<file path="config.mk">
export PLATFORM = sky130hd
export DESIGN_NAME = mole_field_ctrl
export DESIGN_NICKNAME = d
export VERILOG_FILES = /design/src/rtl/mole_field_ctrl.sv
export SDC_FILE = /design/constraint.sdc
export NUM_CORES = 1
export LEC_CHECK = 0
export CAP_MARGIN = 10
export CORE_MARGIN = 2
export CORE_UTILIZATION = 40
export DETAILED_ROUTE_END_ITERATION = 8
export GPL_TIMING_DRIVEN = 0
export REMOVE_ABC_BUFFERS = 1
export SLEW_MARGIN = 15
export SYNTH_ARGS = -nofsm -noshare
export SYNTH_HDL_FRONTEND = slang
export SYNTH_SLANG_ARGS = --single-unit
</file>
<file path="constraint.sdc">
create_clock -name clk_game -period 6.6 [get_ports clk_game]
set_clock_uncertainty 0.15 [all_clocks]
set_input_delay 1.98 -clock clk_game [delete_from_list [all_inputs] [get_ports clk_game]]
set_output_delay 1.98 -clock clk_game [all_outputs]
set_load 0.03 [all_outputs]
</file>
<file path="src/rtl/mole_field_ctrl.sv">
`default_nettype none
// ============================================================================
// Module   : mole_field_ctrl
// Purpose  : Whack-a-mole field controller. Tracks which holes hold a lit
//            mole, each with its own lifetime down-counter. It places new
//            moles on request (probing upward from a preferred hole with
//            wrap), clears moles on hits or expiry, and reports hits,
//            misses, timeouts and rejected spawns as one-cycle pulses.
// Ports    : clk_game      - game clock, all state on rising edge
//            rst           - asynchronous active-high reset
//            enable        - game running; low clears the field
//            spawn_req     - one-cycle request to place a mole
//            rand_idx      - preferred hole for the spawn
//            life_cycles   - mole lifetime in cycles (0 behaves as 1)
//            btn_hit_pulse - one debounced button pulse per hole
//            mole_led      - registered lit-hole vector
//            active_cnt    - registered popcount of mole_led
//            hit_pulse     - at least one lit mole hit
//            hit_cnt       - number of moles hit (0 when hit_pulse low)
//            miss_pulse    - a button pressed on an unlit hole
//            timeout_pulse - at least one mole expired
//            spawn_drop    - spawn_req rejected
// Revision : 1.0 - initial release
// ============================================================================
module mole_field_ctrl #(
    parameter int N_HOLES    = 5,
    parameter int MAX_ACTIVE = 2,
    parameter int LIFE_W     = 8,
    localparam int IDX_W     = $clog2(N_HOLES),
    localparam int CNT_W     = $clog2(N_HOLES + 1)
) (
    input  logic                 clk_game,
    input  logic                 rst,
    input  logic                 enable,
    input  logic                 spawn_req,
    input  logic [IDX_W-1:0]     rand_idx,
    input  logic [LIFE_W-1:0]    life_cycles,
    input  logic [N_HOLES-1:0]   btn_hit_pulse,
    output logic [N_HOLES-1:0]   mole_led,
    output logic [CNT_W-1:0]     active_cnt,
    output logic                 hit_pulse,
    output logic [CNT_W-1:0]     hit_cnt,
    output logic                 miss_pulse,
    output logic                 timeout_pulse,
    output logic                 spawn_drop
);

    // One extra bit so start + offset never overflows before the wrap.
    localparam logic [IDX_W:0] N_EXT   = (IDX_W + 1)'(N_HOLES);
    localparam logic [CNT_W-1:0] MAX_C = CNT_W'(MAX_ACTIVE);

    function automatic logic [CNT_W-1:0] popcnt(input logic [N_HOLES-1:0] v);
        logic [CNT_W-1:0] c;
        c = '0;
        for (int i = 0; i < N_HOLES; i++) begin
            c = c + {{(CNT_W-1){1'b0}}, v[i]};
        end
        return c;
    endfunction

    logic [N_HOLES-1:0] led_q,  led_d;
    logic [LIFE_W-1:0]  life_q [N_HOLES];
    logic [LIFE_W-1:0]  life_d [N_HOLES];
    logic [CNT_W-1:0]   active_q, active_d;
    logic [CNT_W-1:0]   hit_cnt_q, hit_cnt_d;
    logic               hit_q, hit_d;
    logic               miss_q, miss_d;
    logic               timeout_q, timeout_d;
    logic               drop_q, drop_d;

    // ------------------------------------------------------------------
    // Placement: one-hot of the first unlit hole at or above the start
    // index, wrapping to 0. Only the registered lit vector is consulted,
    // so holes freed this cycle are never candidates.
    // ------------------------------------------------------------------
    logic [IDX_W:0]     start_w;
    logic [IDX_W:0]     probe_w;
    logic [N_HOLES-1:0] pick_w;

    always_comb begin
        start_w = {1'b0, rand_idx};
        if (start_w >= N_EXT) begin
            start_w = start_w - N_EXT;
        end
        pick_w  = '0;
        probe_w = '0;
        // Walk offsets from farthest to nearest so the nearest free hole
        // is the last one written and therefore wins.
        for (int k = N_HOLES - 1; k >= 0; k--) begin
            probe_w = start_w + (IDX_W + 1)'(k);
            if (probe_w >= N_EXT) begin
                probe_w = probe_w - N_EXT;
            end
            for (int i = 0; i < N_HOLES; i++) begin
                if (((IDX_W + 1)'(i) == probe_w) && !led_q[i]) begin
                    pick_w    = '0;
                    pick_w[i] = 1'b1;
                end
            end
        end
    end

    // ------------------------------------------------------------------
    // Next-state for the field and all pulse outputs.
    // ------------------------------------------------------------------
    logic [N_HOLES-1:0] hit_vec_w;
    logic [N_HOLES-1:0] expire_vec_w;
    logic               spawn_ok_w;
    logic [LIFE_W-1:0]  life_load_w;

    always_comb begin
        hit_vec_w    = btn_hit_pulse & led_q;
        expire_vec_w = '0;
        spawn_ok_w   = spawn_req && (active_q < MAX_C) && (|pick_w);
        life_load_w  = (life_cycles == '0) ? LIFE_W'(1) : life_cycles;
        led_d        = led_q;

        for (int i = 0; i < N_HOLES; i++) begin
            life_d[i] = life_q[i];
            if (hit_vec_w[i]) begin
                // A hit takes priority over expiry on the same hole.
                led_d[i]  = 1'b0;
                life_d[i] = '0;
            end else if (led_q[i]) begin
                if (life_q[i] == LIFE_W'(1)) begin
                    led_d[i]        = 1'b0;
                    life_d[i]       = '0;
                    expire_vec_w[i] = 1'b1;
                end else begin
                    life_d[i] = life_q[i] - LIFE_W'(1);
                end
            end
            // pick_w only marks currently unlit holes, so this never
            // collides with the hit/expiry handling above.
            if (spawn_ok_w && pick_w[i]) begin
                led_d[i]  = 1'b1;
                life_d[i] = life_load_w;
            end
        end

        hit_cnt_d = popcnt(hit_vec_w);
        hit_d     = |hit_vec_w;
        miss_d    = |(btn_hit_pulse & ~led_q);
        timeout_d = |expire_vec_w;
        drop_d    = spawn_req && !spawn_ok_w;

        if (!enable) begin
            led_d     = '0;
            hit_cnt_d = '0;
            hit_d     = 1'b0;
            miss_d    = 1'b0;
            timeout_d = 1'b0;
            drop_d    = 1'b0;
            for (int i = 0; i < N_HOLES; i++) begin
                life_d[i] = '0;
            end
        end

        active_d = popcnt(led_d);
    end

    always_ff @(posedge clk_game or posedge rst) begin
        if (rst) begin
            led_q     <= '0;
            active_q  <= '0;
            hit_cnt_q <= '0;
            hit_q     <= 1'b0;
            miss_q    <= 1'b0;
            timeout_q <= 1'b0;
            drop_q    <= 1'b0;
            for (int i = 0; i < N_HOLES; i++) begin
                life_q[i] <= '0;
            end
        end else begin
            led_q     <= led_d;
            active_q  <= active_d;
            hit_cnt_q <= hit_cnt_d;
            hit_q     <= hit_d;
            miss_q    <= miss_d;
            timeout_q <= timeout_d;
            drop_q    <= drop_d;
            for (int i = 0; i < N_HOLES; i++) begin
                life_q[i] <= life_d[i];
            end
        end
    end

    assign mole_led      = led_q;
    assign active_cnt    = active_q;
    assign hit_pulse     = hit_q;
    assign hit_cnt       = hit_cnt_q;
    assign miss_pulse    = miss_q;
    assign timeout_pulse = timeout_q;
    assign spawn_drop    = drop_q;

endmodule
`default_nettype wire

</file>
==> metrics.md <==
| Metric | Value |
|---|---|
| Status | complete, no violations |
| Grt total ovfl | 0 |
| CTS tree | built |
| Critical path class | in -> reg |
| Crit share post-route | 97.8% |
| CP max-delay cell | fa_1 |
| CP arrival | 6490 ps |
| Vias in the first global route | 5766 |
| Synth Flop Type | dfrtp_1 |
| Vias/cell | 6.44 |
| Initial Util | 40.8% |
| Overall routed net length | 18400 µm |
| Synth Cell Area | 0.00561 mm² |
| Max Clock Freq | 0.155 GHz |
| DP HPWL | 12400 µm |
| Initial antenna violation count | 0 |
| Buf/Inv on CP | 7 |
| Pre-antenna DRT Iters | 5 |
| Non-filler instance count after layout | 932 |
| Netlist cell types | 87 |
| Met2 Use GR | 42.2% |
| Setup crit end | active_cnt[1] |
| FP Rows | 43 |
| Asr flop ratio synth | 100% |
| Worst skew pair latency | 290 ps |
| Fin nets | 798 |
| Critical path startpoint category | input pin |
| Diodes inserted | 0 |
| Tightest Pin Transition | 819 ps |
| Worst setup EP type | flop |
| First-pass GRT wire length | 29100 µm |
| WP depth | 23 |
| EDFF count, synth | 0 |
| Top cell type's share of synthesized area | 24.5% |
| Final ANT Viol Nets | 0 |
| Seq/Total Area, Yosys | 24.5% |
| Post-Syn Instances | 711 |
| Fin Hold WS | 417 ps |
| Max Fanout on Critical Path | 22 |
| Final worst slack | 145 ps |
| Pre-CTS setup slack | -2960 ps |
| Cell taking the most area after synthesis | dfrtp_1 |
| Worst reg2reg path startpoint | mole_led[3] |
| IO Pins | 35 |
| CP top delay family | compound AO/OA/AOI/OAI gates |
| Util after Layout | 49.0% |
| Clock slew at reported path FFs | 70 ps |
| CTS HTree Levels | 2 |
| Met3 Use GR | 3.95% |
| Placed insts | 883 |
| Design area | 0.00674 mm² |
| Clock root cell | clkbuf_16 |
| Critical Path RT | 6630 ps |
| Area Overhead vs Synth | 20.1% |
| Num Clock Sinks | 55 |
| Post-DP Area | 0.00600 mm² |
| GPL Wtd Cong | 0.965 |
| Port Buf Inserts | 34 |
| Pwr Density | 281 mW/mm² |
| DRC violations left | 0 |
| Final hold vios | 0 |
| Area of the die | 0.0150 mm² |
| Hold path cells | 2 |
| Max Cap Viol | 0 |
| R2R setup slack | 2530 ps |
| Die height | 122 µm |
| Final setup fails | 0 |
| Synthesis Warnings | 0 |
| Most common cell after layout, fill and taps aside | nor2_1 |
| Share of layout cells above drive strength 1 | 18.9% |
| Critical R2R Capture | active_cnt[1] |
| Reg2reg path depth | 13 |
| P_leak | 2.77 nW |
| GRT Resource Usage Total | 24.4% |
| Global route hottest layer | met2 |
| Critical path origin | rand_idx[1] |
| Worst vdd ir | 0.143 mV |
| Die width | 122 µm |
| Fin. max-slew vios | 0 |
| Setup_tns | 0 ps |
| Worst rel slew slack | 45.3% |
| Synthesized area per cell | 7.89 µm² |
| Maximum clock path buffer count | 2 |
| GRT met1 Usage | 31.4% |
| Hold Buf Count CTS | 0 |
| Core area | 0.0138 mm² |
| Largest net degree at the start of global routing | 36 |
| Hold WC Path Type | reg -> reg |
| Top cells by area, synth | dfrtp_1 (25%), ha_1 (4.9%), a21oi_1 (4.8%), nor2_1 (4.8%), o21ai_0 (4.2%) |
| Initial DRC count | 810 |
| Crit-path cells | buf_12, inv_2, ha_4, o21a_4, xnor2_4, buf_12, buf_4, ha_4, nor2b_2, a221oi_4, buf_6, a21o_1, o21ai_4, a2111oi_4, o211ai_1, a211oi_2, o21ai_4, a21oi_2, inv_2, fa_1, inv_1, fa_2, ha_1 |
| Num CTS Buffers | 5 |
| Routed via count | 5998 |
| Wire per inst | 19.7 µm |
| Crit path time final | 6460 ps |
| Critical Path Max Stage Delay | 530 ps |
| Commonest cells after routing, fill and taps aside | nor2_1 (70), dfrtp_1 (55), a21oi_1 (48) |
| Synthesized flop and latch total | 55 |
| Final Power | 1.89 mW |
==> report_power, final <==
| part | switching [mW] | internal (mW) | total [mW] |
|---|---|---|---|
| Clock | 0.127 | 0.140 | 0.267 |
| Sequential | 0.0941 | 0.414 | 0.508 |
| Combinational | 0.659 | 0.460 | 1.12 |
| Total | 0.880 | 1.01 | 1.89 |
==> cells by family (layout without fill, tap and decap cells) <==
group | after synthesis | in the layout | synth area share [%]
AND/OR/NAND/NOR | 266 | 266 | 24.5
flip-flops | 55 | 55 | 24.5
adder cells (fa/ha/maj) | 26 | 26 | 6.33
XOR/XNOR | 10 | 10 | 1.94
AO/OA/AOI/OAI | 253 | 254 | 33.8
buffers and inverters | 91 | 131 | 6.98
multiplexers | 10 | 10 | 1.89
==> how the worst min path moves through the flow <==
stage | start | endpoint | slack, ps
finish | life_q[13] | life_q[13] | 420
global route | life_q[13] | life_q[13] | 450
CTS | life_q[13] | life_q[13] | 420
detailed placement | life_q[13] | life_q[13] | 410
global placement | life_q[13] | life_q[13] | 400
floorplan | life_q[13] | life_q[13] | 380
==> flip-flops by register name, indices dropped and copies added, names as in the netlist <==
register	flops
active_cnt	3
mole_led	5
hit_pulse	1
hit_cnt	3
spawn_drop	1
timeout_pulse	1
miss_pulse	1
life_q	40
==> synthesized netlist by cell type, types with 7 or more instances <==
cell      number
xnor2_1        7
o21ai_0       47
inv_1         41
nand2b_1      15
and2_1        11
clkbuf_1      31
nor3_1        38
a211oi_1      16
dfrtp_1       55
nand4_1        8
nand2_1       39
nor2_1        72
a21oi_1       54
and3_1         8
nor4_1         9
o211ai_1      10
ha_1          22
a211oi_2      12
or3_1         14
a32oi_1        8
a31oi_1        9
buf_2          7
o211a_1       15
nand3_1       20
==> worst register-to-register path, cell delays in order (launching register included) <==
cell      delay, ps
dfrtp_1         730
inv_1           400
mux2i_1         280
o211ai_1        130
o211a_1         190
nand3b_1        200
nor4_4          360
o21ai_4         130
inv_2            90
o21ai_1          90
fa_1            550
inv_1            60
fa_2            340
ha_1            270
==> layer usage <==
| layer | share of wire (%) | wire (µm) | vias up |
|---|---|---|---|
| met1 | 42 | 7740 | 2895 |
| li1 | - | - | 2767 |
| met3 | 7.7 | 1420 | 51 |
| met2 | 48 | 8760 | 285 |
| met4 | 2.6 | 476 | 0 |
| met5 | 0 | 0 | - |
==> final cells by class <==
cell class              count  area [µm²]
clock buffers               5         125
clock inverters             2        16.3
well taps                 180         225
fillers                  1388        7030
multi-input cells         566        4100
inverters                  47         190
repair buffers             76         702
flip-flops and latches     55        1380
repair inverters            1        3.75
==> what timing repair did <==
item | in CTS | in global routing
gates cloned | 2 | 0
gates resized for setup | 62 | 21
pin swaps | 13 | 16
buffers inserted | 25 | 15
endpoints found under the setup margin | 49 | 3
Power figures use the tool's default switching activity.
